## src/rtl/replay_buf_pkg.sv

```systemverilog
// Shared types and helpers for the replay buffer controller.
`default_nettype none

package replay_buf_pkg;

    localparam int DW_DEF = 16;
    localparam int AW_DEF = 3;

    typedef enum logic [1:0] {
        IDLE = 2'd0,
        RD   = 2'd1,
        HOLD = 2'd2
    } state_e;

    // Distance from b forward to a on a pw-bit wrapping pointer ring.
    function automatic int unsigned ptr_diff(input int unsigned a,
                                             input int unsigned b,
                                             input int unsigned pw);
        return (a - b) & ((32'd1 << pw) - 32'd1);
    endfunction

endpackage

`default_nettype wire

```

## src/rtl/replay_buf_ctrl.sv

```systemverilog
// Replay buffer sequencer: owns the ram ports, sends words, retires them on cumulative
// ack and rewinds to the oldest unacked entry on nak. Optional macro: REPLAY_STATS_EN.
`default_nettype none

module replay_buf_ctrl
    import replay_buf_pkg::*;
#(
    parameter int DW = DW_DEF,
    parameter int AW = AW_DEF
) (
    input  logic          clk,
    input  logic          rst_n,
    input  logic          in_valid,
    output logic          in_ready,
    input  logic [DW-1:0] in_data,
    output logic          out_valid,
    input  logic          out_ready,
    output logic [DW-1:0] out_data,
    input  logic          ack_valid,
    input  logic [AW:0]   ack_seq,
    input  logic          nak,
    output logic          ram_we,
    output logic [AW-1:0] ram_waddr,
    output logic [DW-1:0] ram_din,
    output logic          ram_oe,
    output logic [AW-1:0] ram_raddr,
    input  logic [DW-1:0] ram_dout,
    output logic [AW:0]   count,
`ifdef REPLAY_STATS_EN
    output logic [15:0]   replay_cnt,
`endif
    output logic          ack_err
);

    localparam logic [AW:0] DEPTH_C = (AW+1)'(2**AW);

    state_e        state_q;
    logic [AW:0]   wr_ptr_q;
    logic [AW:0]   snd_ptr_q;
    logic [AW:0]   ack_ptr_q;
    logic [AW:0]   ack_ptr_d;
    logic          pend_q;
    logic          out_valid_q;
    logic [DW-1:0] out_data_q;
    logic          ack_err_q;
    logic          init_q;

    logic          w_full;
    logic          w_wr;
    logic          w_ack_ok;
    logic          w_rewind;
    logic [AW:0]   w_ack_dist;
    logic [AW:0]   w_snd_dist;

    assign count     = wr_ptr_q - ack_ptr_q;
    assign w_full    = (count == DEPTH_C);
    // init_q keeps the producer stalled for the first cycle after reset release.
    assign in_ready  = init_q & ~w_full & (state_q != RD);
    assign w_wr      = in_valid & in_ready;

    assign ram_we    = w_wr;
    assign ram_waddr = wr_ptr_q[AW-1:0];
    assign ram_din   = in_data;
    assign ram_oe    = (state_q == RD);
    assign ram_raddr = snd_ptr_q[AW-1:0];

    assign w_ack_dist = (AW+1)'(ptr_diff(32'(ack_seq), 32'(ack_ptr_q), 32'(AW + 1)));
    assign w_snd_dist = (AW+1)'(ptr_diff(32'(snd_ptr_q), 32'(ack_ptr_q), 32'(AW + 1)));
    assign w_ack_ok   = ack_valid & (w_ack_dist <= w_snd_dist);
    assign ack_ptr_d  = w_ack_ok ? ack_seq : ack_ptr_q;
    assign w_rewind   = (state_q == IDLE) & pend_q;

    assign out_valid = out_valid_q;
    assign out_data  = out_data_q;
    assign ack_err   = ack_err_q;

    always_ff @(posedge clk or negedge rst_n) begin
        if (!rst_n) begin
            state_q     <= IDLE;
            wr_ptr_q    <= '0;
            snd_ptr_q   <= '0;
            ack_ptr_q   <= '0;
            pend_q      <= 1'b0;
            out_valid_q <= 1'b0;
            out_data_q  <= '0;
            ack_err_q   <= 1'b0;
            init_q      <= 1'b0;
        end else begin
            init_q    <= 1'b1;
            ack_ptr_q <= ack_ptr_d;
            ack_err_q <= ack_valid & ~w_ack_ok;
            if (w_wr) begin
                wr_ptr_q <= wr_ptr_q + 1'b1;
            end
            if (nak) begin
                pend_q <= 1'b1;
            end
            case (state_q)
                IDLE: begin
                    // Rewind to the freshest ack pointer; a nak arriving now is absorbed.
                    if (pend_q) begin
                        snd_ptr_q <= ack_ptr_d;
                        pend_q    <= 1'b0;
                    end else if (snd_ptr_q != wr_ptr_q) begin
                        state_q <= RD;
                    end
                end
                RD: begin
                    out_data_q  <= ram_dout;
                    out_valid_q <= 1'b1;
                    snd_ptr_q   <= snd_ptr_q + 1'b1;
                    state_q     <= HOLD;
                end
                HOLD: begin
                    if (out_ready) begin
                        out_valid_q <= 1'b0;
                        if (pend_q) begin
                            state_q <= IDLE;
                        end else if (snd_ptr_q != wr_ptr_q) begin
                            state_q <= RD;
                        end else begin
                            state_q <= IDLE;
                        end
                    end
                end
                default: state_q <= IDLE;
            endcase
        end
    end

`ifdef REPLAY_STATS_EN
    logic [15:0] replay_cnt_q;

    always_ff @(posedge clk or negedge rst_n) begin
        if (!rst_n) begin
            replay_cnt_q <= '0;
        end else if (w_rewind && (replay_cnt_q != 16'hFFFF)) begin
            replay_cnt_q <= replay_cnt_q + 16'd1;
        end
    end

    assign replay_cnt = replay_cnt_q;
`else
    logic w_unused;
    assign w_unused = w_rewind;
`endif

endmodule

`default_nettype wire

```

## config.mk

```make
export PLATFORM = sky130hd
export DESIGN_NAME = replay_buf_ctrl
export DESIGN_NICKNAME = d
export VERILOG_FILES = /design/src/rtl/replay_buf_pkg.sv /design/src/rtl/replay_buf_ctrl.sv
export SDC_FILE = /design/constraint.sdc
export NUM_CORES = 1
export LEC_CHECK = 0
export BUFFER_PORTS_ARGS = -buffer_cell sky130_fd_sc_hd__buf_2
export CAP_MARGIN = 20
export CORE_MARGIN = 1
export CORE_UTILIZATION = 47
export DETAILED_ROUTE_END_ITERATION = 12
export PLACE_DENSITY_LB_ADDON = 0.2
export SYNTH_ARGS = -nofsm -noshare
export SYNTH_HDL_FRONTEND = slang
export SYNTH_SLANG_ARGS = --single-unit
```

## constraint.sdc

```tcl
create_clock -name clk -period 3.5 [get_ports clk]
set_input_delay 0.175 -clock clk [delete_from_list [all_inputs] [get_ports clk]]
set_output_delay 0.175 -clock clk [all_outputs]
set_load 0.02 [all_outputs]
```

After elaboration in Yosys (flattened, before gate mapping)
Cells that the tools add are included.
{"block": "totals", "reg_bits": 34, "output_inout_bits": 47}
{"block": "classes", "n_addsub": 5, "order_cmp": 1, "eq_ne": 9, "n_mux": 14, "bitwise": 7, "reduce_logical": 6}
{"operator": "4-bit subtractor", "n": 3}
{"operator": "4-bit by 1-bit adder with 4-bit output (second input constant)", "n": 2}
{"operator": "4-bit 2-to-1 mux", "n": 2}
{"operator": "4-bit one-hot mux with 2 select lines", "n": 1}
{"operator": "1-bit 2-to-1 mux", "n": 6}
{"operator": "2-bit 2-to-1 mux", "n": 3}
{"operator": "2-bit != test (second input constant)", "n": 3}
{"operator": "2-bit one-hot mux with 3 select lines", "n": 1}
{"operator": "1-bit AND", "n": 5}
{"operator": "4-bit equality test (second input constant)", "n": 1}
{"operator": "4-bit less-or-equal comparator", "n": 1}
{"operator": "2-bit by 1-bit != test with 1-bit output (second input constant)", "n": 2}
{"operator": "4-bit != test", "n": 1}
{"operator": "2-bit AND reduction", "n": 2}
{"operator": "2-bit nonzero test", "n": 2}
{"operator": "3-bit AND reduction", "n": 1}
{"operator": "2-bit by 1-bit equality test with 1-bit output (second input constant)", "n": 1}
{"operator": "2-bit equality test (second input constant)", "n": 1}
{"operator": "2-bit zero test", "n": 1}
{"operator": "1-bit inverter", "n": 2}
{"operator": "1-bit one-hot mux with 2 select lines", "n": 1}

Depth between registers and ports, before layout
Gate-level depths: netlist of run 1.
{"block": "depth", "ltp_word": 6, "mapped_depth": 13}

Least setup slack after synthesis of run 1
Ideal clock, no wire load.
{"block": "synth_path", "kind": "flip-flop to flip-flop", "from": "register ack_ptr_q[1]", "to": "register snd_ptr_q[2]", "setup_ns": 0.126, "t_arrival_ns": 2.610, "required_ns": 3.374, "path_slack_ns": 0.764, "stages_incl_launch_ff": 13, "path_buffers": 0, "period_less_slack_ns": 2.736, "path_cell_list": "dfrtp_1 inv_1 ha_1 a21o_1 a21oi_1 xnor2_1 ha_1 nand2_1 o21bai_1 o2bb2ai_1 nand2_1 mux2_2 a221o_1"}
{"block": "synth_via", "elab_chain_len": 6, "word_cells_on_any_way": 7, "classes_between": "add/sub (2); order compare (1); mux (3); bitwise (1)"}
{"element": "from (decl)", "line": "replay_buf_ctrl.sv:40", "text": "logic [AW:0] ack_ptr_q;"}
{"element": "from (signal assigned)", "line": "replay_buf_ctrl.sv:90", "text": "ack_ptr_q <= ack_ptr_d;"}
{"element": "4-bit subtractor", "line": "replay_buf_pkg.sv:19", "text": "return (a - b) & ((32'd1 << pw) - 32'd1);"}
{"element": "4-bit less-or-equal comparator *", "line": "replay_buf_ctrl.sv:69", "text": "assign w_ack_ok = ack_valid & (w_ack_dist <= w_snd_dist);"}
{"element": "1-bit AND *", "line": "replay_buf_ctrl.sv:69"}
{"element": "4-bit 2-to-1 mux *", "line": "replay_buf_ctrl.sv:70", "text": "assign ack_ptr_d = w_ack_ok ? ack_seq : ack_ptr_q;"}
{"element": "named net ack_ptr_d[2]", "line": "replay_buf_ctrl.sv:41", "text": "logic [AW:0] ack_ptr_d;"}
{"element": "4-bit 2-to-1 mux *", "line": "replay_buf_ctrl.sv:101", "text": "if (pend_q) begin"}
{"element": "4-bit one-hot mux with 2 select lines *", "line": "replay_buf_ctrl.sv:98", "text": "case (state_q)"}
{"element": "to (signal assigned)", "line": "replay_buf_ctrl.sv:102", "text": "snd_ptr_q <= ack_ptr_d;"}
{"element": "to (signal assigned)", "line": "replay_buf_ctrl.sv:111", "text": "snd_ptr_q <= snd_ptr_q + 1'b1;"}
{"element": "to (decl)", "line": "replay_buf_ctrl.sv:39", "text": "logic [AW:0] snd_ptr_q;"}
Mark *: on every way through the listed nets, which the timed path passes. The rest lies on a longest branch. The select of a mux whose other input is x is not followed.
A chain may end at the register's enable or synchronous reset.

Final worst setup path of run 1
{"block": "layout_path", "from": "register ack_ptr_q[1]", "to": "register snd_ptr_q[3]"}
The elaborated chain is that of the path after synthesis.

==> results of run 1 <==
==> synthesized netlist by cell type <==
master	n	area, um^2
xnor2_1	13	114
nand2b_1	2	12.5
nor2_1	6	22.5
a21oi_1	7	35.0
and2_1	1	6.26
o221a_2	1	11.3
xor2_1	3	26.3
buf_4	22	165
a21o_1	4	30.0
conb_1	1	3.75
mux2_2	5	56.3
a41oi_1	1	8.76
nor2b_1	1	6.26
a211oi_4	1	20.0
a31oi_1	1	6.26
nand2_1	58	218
clkbuf_1	4	15.0
or3_1	1	6.26
o21bai_1	1	7.51
fa_1	3	60.1
o21ai_0	3	15.0
ha_1	15	188
o2bb2ai_1	1	8.76
nor3_1	2	10.0
inv_1	15	56.3
nand3_1	2	10.0
buf_1	1	3.75
nand4_1	1	6.26
a221o_1	2	20.0
dfrtp_1	34	851
==> how the worst min path moves through the flow <==
stage	endpoint	depth (start not counted)	start	slack (ps)
5_1_grt	out_data[6]	3	ram_dout[6]	70
2_1_floorplan	ack_err	0	rst_n	-120
3_5_place_dp	wr_ptr_q[2]	1	rst_n	290
3_3_place_gp	wr_ptr_q[1]	1	rst_n	290
6_report	out_data[6]	3	ram_dout[6]	90
4_1_cts	out_data[6]	3	ram_dout[6]	80
==> flip-flops by register name (all words and copies together) (netlist names), 2 cells and up <==
signal,cells
out_data,16
ack_ptr_q,4
state_q,2
wr_ptr_q,4
snd_ptr_q,4
==> power groups by stage <==
stage | clock [mW] | combinational [mW] | sequential, mW
6_report | 0.288 | 1.82 | 0.766
5_1_grt | 0.323 | 2.04 | 0.799
3_5_place_dp | 0 | 1.84 | 0.774
4_1_cts | 0.299 | 1.85 | 0.770
2_1_floorplan | 0 | 1.34 | 0.867
3_3_place_gp | 0 | 1.79 | 0.774
==> per-stage QoR <==
| stage | util (%) | setup slack (ps) | power [mW] | instances | hold slack [ps] |
|---|---|---|---|---|---|
| 3_5_place_dp | 53.8 | 532 | 2.61 | 292 | 294 |
| 5_1_grt | 56.3 | 395 | 3.16 | 301 | 74.9 |
| 2_1_floorplan | - | 764 | 2.20 | 212 | -121 |
| 6_report | 56.3 | 564 | 2.87 | 301 | 85.2 |
| 4_1_cts | 56.3 | 525 | 2.92 | 301 | 75.2 |
| 3_3_place_gp | 53.8 | 624 | 2.56 | 292 | 287 |
==> routing by layer <==
metal	up-vias	wire, um
met1	667	1640
met4	0	8
met2	34	1780
met5	-	0
met3	2	158
li1	734	-
==> kinds of logic (layout without fill, tap and decap cells) <==
family / after synthesis / in the layout / share of synthesized area, %
and+or+nand+nor: 74 / 74 / 14.9
buffers and inverters: 42 / 81 / 12.0
DFF: 34 / 34 / 42.6
AOI/OAI and AO/OA: 22 / 22 / 8.14
adders and majority gates: 18 / 18 / 12.4
xor gates and xnor gates: 16 / 16 / 7.01
muxes: 5 / 5 / 2.82
other: 1 / 1 / 0.188
==> layout by cell type, fill, tap and decap left out, drive strengths merged, types with 3 or more instances in the layout <==
cell    count
nand2      58
fa          3
xor2        3
xnor2      13
o21ai       3
nor2        6
ha         15
dfrtp      34
buf        57
clkbuf      7
a21o        4
a21oi       7
mux2        5
inv        15
==> critical path, stage by stage (launching register included) <==
cell       delay [ps]
dfrtp_1           370
inv_1             210
ha_1              280
a21o_1            170
a21oi_1           170
xnor2_1           100
ha_1              300
nand2_1            70
o21bai_1          160
o2bb2ai_1         140
nand2_1           170
mux2_2            380
a221o_1           310
==> area by class of cell <==
class / instances / area, um^2 / area share [%]
clock buffer: 7 / 86.3 / 3.81
clock inverter: 1 / 5.00 / 0.221
inverter: 15 / 56.3 / 2.48
multi-input combinational: 136 / 908 / 40.1
sequential: 34 / 851 / 37.5
tap: 50 / 62.6 / 2.76
timing repair buffer: 58 / 298 / 13.1
==> repair_timing <==
| item | in CTS | in global routing |
|---|---|---|
| setup endpoints to repair | 0 | 0 |
| hold buffers | 1 | 0 |
| buffers inserted | 0 | 0 |
| endpoints found under the hold margin | 34 | 0 |
==> run_results.csv, run 1 <==
group,metric,value,unit
pwr,switching_share,47.2,%
floorplanning,die_y,67.2,um
clock_tree,cts_sinks,34,
placed_design,post-dp-hpwl,2.79,mm
clock_tree,cts_buffer_depth,2,
clock_tree,htree_levels,2,
hold_path,min_path_type,"in -> reg",
layout,nFillCells,396,
layout,areaGrowthSynthToFinish,13.4,%
critical_path,reg2reg_depth,12,
synth,syn_area,0.00200,mm^2
clock_tree,clkTransAtPathRegs,70,ps
sta,finClkSkew,2.56,ps
pwr,seq_power_share,26.7,%
placed_design,place_area,0.00217,mm^2
clock_tree,cts_tree,"built",
layout,antennaDiodeCount,0,
critical_path,criticalPathCategory,"reg -> reg",
clock_tree,cts-root-buf,"clkbuf_8",
critical_path,r2r_start,"ack_ptr_q[1]",
floorplanning,ios,89,
clock_tree,ctsResizeCount,0,
routing,ant_nets,0,
routing,wirelength,3.59,mm
sta,min_period_over_period,83.9,%
sta,tns,0,ps
grt,antenna_found_initial,0,
pwr,p_switching,1.35,mW
status,status,"complete, no violations",
routing,via_per_inst,4.77,
critical_path,cp-end-kind,"flip-flop",
clock_tree,worstSkewPairLatency,270,ps
pwr,power_frac_comb,63.3,%
routing,via_count,1437,
grt,grtUsageTotal,17.4,%
grt,top_usage_layer,"met2",
layout,fin_area,0.00227,mm^2
grt,grt_util_met3,5.07,%
critical_path,crit_fanout,6,
pwr,p_per_area,1270,mW/mm^2
synth,synth_area_per_cell,9.43,um^2
job,maxCapViolations,0,
grt,grt_use_met2,27.8,%
pwr,p_leak,1.22,nW
synth,ys_types,30,
critical_path,timing.rr.end,"snd_ptr_q[3]",
sta,fin_crit,2940,ps
routing,wire_per_inst,11.9,um
layout,final_nets,310,
synth,yosysWarnings,0,
grt,grt_overflow,0,
grt,grt_max_degree,35,
synth,synthesis.nets,272,
critical_path,crit_start,"ack_ptr_q[1]",
clock_tree,numCtsBuffers,5,
sta,setup-violations-final,0,
critical_path,cp_data_required_time,3660,ps
pwr,intPower,1.52,mW
routing,firstDrtPassIters,6,
grt,grt_pass1_wl,5.78,mm
grt,grt_use_met1,23.3,%
sta,timing_hold_violations_final,0,
synth,postSynthRegisterBits,34,
floorplanning,start_util,49.6,%
synth,syn_inst,212,
floorplanning,die_w,67.2,um
pwr,peakVddDrop,0.503,mV
placed_design,numPortBuffers,56,
routing,drc,0,
critical_path,start_kind,"flip-flop",
floorplanning,rows,23,
synth,ys_seq_area_share,42.6,%
sta,maxSlewHeadroom,51.4,%
routing,drt_iter0_markers,49,
sta,slew_viol_final,0,
critical_path,r2r_setup_slack,560,ps
sta,tightest_slew,729,ps
critical_path,worst-endpoint-arrival,3090,ps
sta,rsz0062_at_grt,"no",
sta,fmax,0.341,GHz
floorplanning,core,0.00403,mm^2
layout,drive_gt1_share,28.3,%
placed_design,gp_congestion,0.735,
grt,grt_pass1_vias,1298,
floorplanning,die_area,0.00452,mm^2
pwr,clockPowerShare,10.0,%
critical_path,crit_path_end,"snd_ptr_q[3]",
(Power assumes the default switching activity.)
==> run 2, diff against run 1 <==
Settings changed: ABC_AREA from default to 1, CORE_UTILIZATION 47 to 48.
Clock period 3.5 ns to 3 ns, I/O delays scaled along.
==> run 2 against run 1 <==
  * Flip-flop and latch count unchanged
  * Synthesized cell count up 21%
  * Critical path depth decreased by 2
  * Wire length up 8.1%
  * Cell area rose by 5.7%
  * Register-to-register slack better by 20 ps
  * Critical endpoint is now ram_we
==> run_results.csv, run 2 <==
group,metric,value,unit
status,status,"complete, no violations",
clock_tree,clkTransAtPathRegs,70,ps
clock_tree,cts_sinks,34,
layout,fin_util,57.8,%
sta,min_period_over_period,83.2,%
job,maxCapViolations,0,
synth,yosysWarnings,0,
grt,antenna_found_initial,0,
floorplanning,die_area,0.00476,mm^2
clock_tree,cts_setup_buffers,0,
grt,grtUsageTotal,18.3,%
clock_tree,numCtsBuffers,5,
critical_path,cp.depth,10,
critical_path,criticalPathCategory,"reg -> out",
grt,grt_max_degree,35,
sta,whs,55.4,ps
layout,final_cell_mix,"nand2_1, buf_2, dfrtp_1",
sta,setup-violations-final,0,
sta,rsz0062_at_grt,"no",
synth,synth_area_per_cell,8.42,um^2
critical_path,cp_data_required_time,2850,ps
synth,synth.area.top_cells,"dfrtp_1, nand2_1, ha_1",
clock_tree,cts_tree,"built",
synth,post-synth-top-count-cell,"nand2_1",
hold_path,min_path_type,"in -> reg",
layout,final_nets,353,
layout,multi_input_area,0.00100,mm^2
sta,finClkSkew,5.10,ps
pwr,switching_share,50.7,%
critical_path,cp_slowest_cell,"dfrtp_1",
pwr,power.total,3.39,mW
clock_tree,ctsResizeCount,0,
sta,tightest_slew,756,ps
synth,synth_top_area_share,39.5,%
clock_tree,cts_buffer_depth,2,
pwr,peakVddDrop,0.573,mV
sta,fin_crit,2500,ps
synth,postSynthRegisterBits,34,
pwr,p_leak,1.35,nW
clock_tree,cts-root-buf,"clkbuf_8",
synth,ys_top_cells_by_count,"nand2_1, dfrtp_1, buf_4",
synth,synth-async-reset-ratio,100,%
placed_design,numPortBuffers,56,
floorplanning,start_util,52.0,%
layout,antennaDiodeCount,0,
synth,syn_area,0.00215,mm^2
sta,tns,0,ps
pwr,power_frac_comb,63.7,%
hold_path,min_path_cells,3,
synth,synthesis.nets,316,
routing,wire_per_inst,11.3,um
clock_tree,htree_levels,2,
routing,via_count,1623,
sta,fmax,0.401,GHz
layout,largest_register_ffs,16,
grt,grt_overflow,0,
critical_path,crit_fanout,6,
routing,wirelength,3.88,mm
critical_path,reg2reg_depth,16,
synth,ys_seq_area_share,39.5,%
synth,syn_inst,256,
critical_path,path_common_cell,"inv_1",
routing,drt_iter0_markers,35,
critical_path,r2r_setup_slack,580,ps
floorplanning,die_w,69.0,um
routing,drc,0,
routing,ant_nets,0,
floorplanning,core,0.00414,mm^2
grt,grt_pass1_vias,1485,
pwr,seq_power_share,26.2,%
synth,ys_types,31,
sta,maxSlewHeadroom,49.6,%
layout,regArea,851,um^2
layout,drive_gt1_share,26.9,%
synth,synth_area_leader_cell,"dfrtp_1",
floorplanning,rows,23,
synth,synth_edf_count,0,
synth,synth_flop_cell,"dfrtp_1",
placed_design,gp_congestion,0.782,
critical_path,crit_family,"adder cells",
critical_path,path_buf_inv,4,
sta,timing_hold_violations_final,0,
critical_path,start_kind,"flip-flop",
pwr,p_switching,1.72,mW
floorplanning,die_y,69.0,um
routing,firstDrtPassIters,4,
critical_path,worst-endpoint-arrival,2350,ps
critical_path,cp_cell_sequence,"inv_1 > ha_1 > inv_1 > fa_1 > or2_0 > nor2_1 > nand3_2 > nand3_4 > inv_4 > buf_2",
clock_tree,worstSkewPairLatency,290,ps
routing,via_per_inst,4.72,
layout,layout_commonest_cell,"nand2_1",
placed_design,post-dp-hpwl,2.88,mm
clock_tree,hold_buffers,1,
pwr,p_per_area,1420,mW/mm^2
grt,grt_pass1_wl,6.27,mm
layout,nFillCells,394,
sta,slew_viol_final,0,
critical_path,critical-path-max-stage-delay,440,ps
floorplanning,ios,89,
layout,areaGrowthSynthToFinish,11.2,%
pwr,intPower,1.67,mW
critical_path,cp-end-kind,"output port",
pwr,clockPowerShare,10.1,%
run 2: cell count changes in the layout (fill, tap and decap cells not counted), moves of 4 or more:
cell / change
mux2_2: -5
inv_1: +5
xnor2_1: -6
a21o_1: -4
nand2_1: +32
nand3_1: +13
run 2: power groups by stage:
stage / registers, mW / logic (mW) / clock network (mW)
2_1_floorplan: 0.983 / 1.64 / 0
3_3_place_gp: 0.890 / 2.12 / 0
3_5_place_dp: 0.890 / 2.18 / 0
4_1_cts: 0.888 / 2.19 / 0.354
5_1_grt: 0.921 / 2.50 / 0.373
6_report: 0.888 / 2.16 / 0.342
run 2: cells by family after synthesis:
family,synth area share (%)
xor gates and xnor gates,6.04
buffers and inverters,14.1
adders and majority gates,11.5
DFF,39.5
other,0.174
and+or+nand+nor,25.7
AOI/OAI and AO/OA,3.08
run 2: final timing paths:
path	start	endpoint
max in group asynchronous	rst_n	ack_err
setup reg to reg	snd_ptr_q[0]	snd_ptr_q[0]
hold / removal	ram_dout[12]	out_data[12]
setup / recovery	wr_ptr_q[0]	ram_we
min in group asynchronous	rst_n	state_q[0]
hold reg to reg	pend_q	state_q[0]
run 2: layer usage:
metal | GRT usage (%) | part of all wire, % | vias to the layer above
li1 | - | - | 838
met1 | 21.6 | 47 | 729
met2 | 31.6 | 47 | 52
met3 | 5.59 | 5.4 | 4
met4 | 6.12 | 0.98 | 0
met5 | 0 | 0 | -
run 2: final cells by class:
cell class                      instances  area share, %
Clock inverter                          1          0.209
Timing Repair Buffer                   58           12.4
Sequential cell                        34           35.5
Multi-Input combinational cell        170           41.8
Clock buffer                            7           3.60
Inverter                               24           3.86
Tap cell                               50           2.61
run 2: worst register-to-register path, stage by stage, from the launching register on:
cell,delay [ps]
dfrtp_1,460
inv_1,110
ha_1,140
inv_1,60
fa_1,370
xnor2_1,180
ha_1,260
nand2_1,80
inv_2,40
nand2_1,50
nand2_1,40
nand2_1,140
nand2_2,110
nand2_1,90
o21ai_2,70
nand2_1,70
nand2_1,60
run 2: metrics by stage:
| step | area (um^2) | cells | setup WS, ps |
|---|---|---|---|
| floorplan | 2150 | 256 | 799 |
| global placement | 2290 | 335 | 646 |
| detailed placement | 2290 | 335 | 586 |
| CTS | 2400 | 344 | 479 |
| global route | 2400 | 344 | 314 |
| finish | 2400 | 344 | 504 |
==> run 3, diff against run 2 <==
Settings changed: CORE_UTILIZATION 48 to 44.
Clock period 3 ns to 2.2 ns, I/O delays scaled along.
==> run 3 against run 2 <==
  * The flow now finishes with violations (negative setup slack)
  * Highest routed layer unchanged
  * Die area is 8.8% higher
  * Non-clock buffer count is 19 higher
  * Cell count is 10% higher
  * Via count is 5.5% higher
  * Critical endpoint is now snd_ptr_q[1]
  * Critical path depth is 6 higher
  * Flip-flop and latch count stayed put
  * Global-route usage is 0.27 points higher
==> run_results.csv, run 3 (synthesis gave the netlist of run 2 again) <==
group,metric,value,unit
placed_design,gp_congestion,0.801,
placed_design,pre_cts_slack,-87.9,ps
layout,nFillCells,439,
sta,min_period_over_period,104,%
routing,wire_per_inst,11.1,um
layout,drive_gt1_share,41.5,%
hold_path,min_path_type,"in -> reg",
clock_tree,cts_tree,"built",
floorplanning,ios,89,
critical_path,cp_slowest_cell,"dfrtp_1",
floorplanning,start_util,45.6,%
critical_path,path_buf_inv,3,
critical_path,cp.depth,16,
critical_path,crit_family,"adder cells",
critical_path,crit_start,"ack_ptr_q[0]",
clock_tree,cts_sinks,34,
layout,multi_input_area,0.00111,mm^2
routing,via_per_inst,4.51,
sta,slew_viol_final,0,
layout,layout.cells.non_filler,380,
sta,rsz0062_at_grt,"yes",
critical_path,cp_cell_sequence,"buf_6 > ha_2 > inv_2 > fa_2 > xor2_1 > ha_1 > nand2_1 > inv_2 > nand2_1 > nand2_1 > nand2_2 > nand2_4 > nand2_2 > nand3_2 > nand2_1 > nand2_1",
critical_path,r2r_start,"ack_ptr_q[0]",
critical_path,crit_fanout,5,
sta,maxSlewHeadroom,50.4,%
critical_path,critical-path-max-stage-delay,400,ps
layout,antennaDiodeCount,0,
clock_tree,worstSkewPairLatency,290,ps
grt,grt_max_degree,35,
critical_path,timing.rr.end,"snd_ptr_q[1]",
grt,grt_pass1_wl,7.36,mm
routing,wirelength,4.20,mm
floorplanning,die_w,72.0,um
clock_tree,numCtsBuffers,5,
grt,antenna_found_initial,0,
critical_path,criticalPathCategory,"reg -> reg",
critical_path,cp_data_required_time,2380,ps
sta,fin_ws,-88.9,ps
routing,via_count,1712,
critical_path,worst-endpoint-arrival,2470,ps
clock_tree,cts_buffer_depth,2,
clock_tree,cts-root-buf,"clkbuf_8",
critical_path,reg2reg_depth,16,
routing,drt_iter0_markers,37,
job,maxCapViolations,0,
sta,fmax,0.437,GHz
floorplanning,core,0.00472,mm^2
clock_tree,clkTransAtPathRegs,70,ps
grt,grtUsageTotal,18.6,%
grt,grt_overflow,0,
sta,setup-violations-final,7,
critical_path,crit_path_end,"snd_ptr_q[1]",
status,violations,"negative setup slack",
layout,layout_commonest_cell,"nand2_1",
routing,firstDrtPassIters,5,
sta,timing_hold_violations_final,0,
layout,largest_register_ffs,16,
layout,final_cell_mix,"nand2_1, buf_2, dfrtp_1",
routing,ant_nets,0,
layout,final_nets,372,
sta,finClkSkew,8.26,ps
critical_path,start_kind,"flip-flop",
layout,regArea,851,um^2
placed_design,post-dp-hpwl,3.04,mm
critical_path,path_common_cell,"nand2_1",
routing,drc,0,
critical_path,cp-end-kind,"flip-flop",
floorplanning,die_area,0.00518,mm^2
sta,fin_crit,2290,ps
grt,grt_pass1_vias,1665,
critical_path,r2r_setup_slack,-90,ps
status,status,"finished with violations",
layout,areaGrowthSynthToFinish,25.6,%
placed_design,numPortBuffers,56,
clock_tree,htree_levels,2,
floorplanning,rows,25,
floorplanning,die_y,72.0,um
sta,tightest_slew,744,ps
placed_design,place_inst,364,
## run 3: changes by cell type in the layout (fill, tap and decap cells not counted), moves of 4 or more
cell | previous run | this run
buf_4 | 1 | 18
inv_2 | 3 | 10
inv_1 | 20 | 12
ha_1 | 15 | 10
nand2_1 | 90 | 77
ha_4 | 0 | 4
nand2_2 | 1 | 13
## run 3: layer usage
layer  up-vias  part of all wire [%]  global-route usage (%)
met2        55                    48                    30.5
met3         6                   4.6                    4.72
li1        877                     -                       -
met4         0                   1.3                    7.84
met1       774                    46                    23.5
met5         -                     0                       0
## run 3: cell type report
class,count,area share [%]
clock buffers,6,2.68
clock inverters,2,1.39
inverters,24,3.52
multi-input cells,170,41.1
flip-flops and latches,34,31.5
well taps,67,3.10
repair buffers,77,16.8
## run 3: how the worst min path moves through the flow
stage            startpoint      endpoint  slack, ps  cells past startpoint
4_1_cts         ram_dout[9]   out_data[9]          5                      3
5_1_grt        ram_dout[10]  out_data[10]          7                      3
2_1_floorplan         rst_n       ack_err       -190                      0
3_3_place_gp    in_data[10]   ram_din[10]        220                      0
3_5_place_dp    in_data[10]   ram_din[10]        220                      0
6_report       ram_dout[11]  out_data[11]         10                      3
## run 3: worst reg2reg max path, cell delays in order (launching register included)
cell,delay (ps)
dfrtp_1,400
buf_6,140
ha_2,160
inv_2,40
fa_2,320
xor2_1,150
ha_1,270
nand2_1,70
inv_2,40
nand2_1,60
nand2_1,60
nand2_2,120
nand2_4,90
nand2_2,90
nand3_2,60
nand2_1,80
nand2_1,40
## run 3: what timing repair did
item	CTS	global route
endpoints found under the hold margin	34	0
gates resized for setup	25	15
setup endpoints to repair	6	15
pin swaps	13	5
hold buffers	1	0
buffers inserted	7	2
## run 3: metrics by stage
step           hold slack, ps  util (%)  TNS, ps  instance area (um^2)
3_3_place_gp              220      51.0     -198                  2410
4_1_cts                  5.47      56.5     -491                  2670
5_1_grt                  7.11      57.3    -1490                  2710
3_5_place_dp              220      51.0     -262                  2410
6_report                 14.6      57.3     -416                  2710
2_1_floorplan            -186         -        0                  2160
Power of run 3 is left out: the tool's default activity adds up to more than one toggle a clock period on the data nets, which glitch-free logic cannot reach.
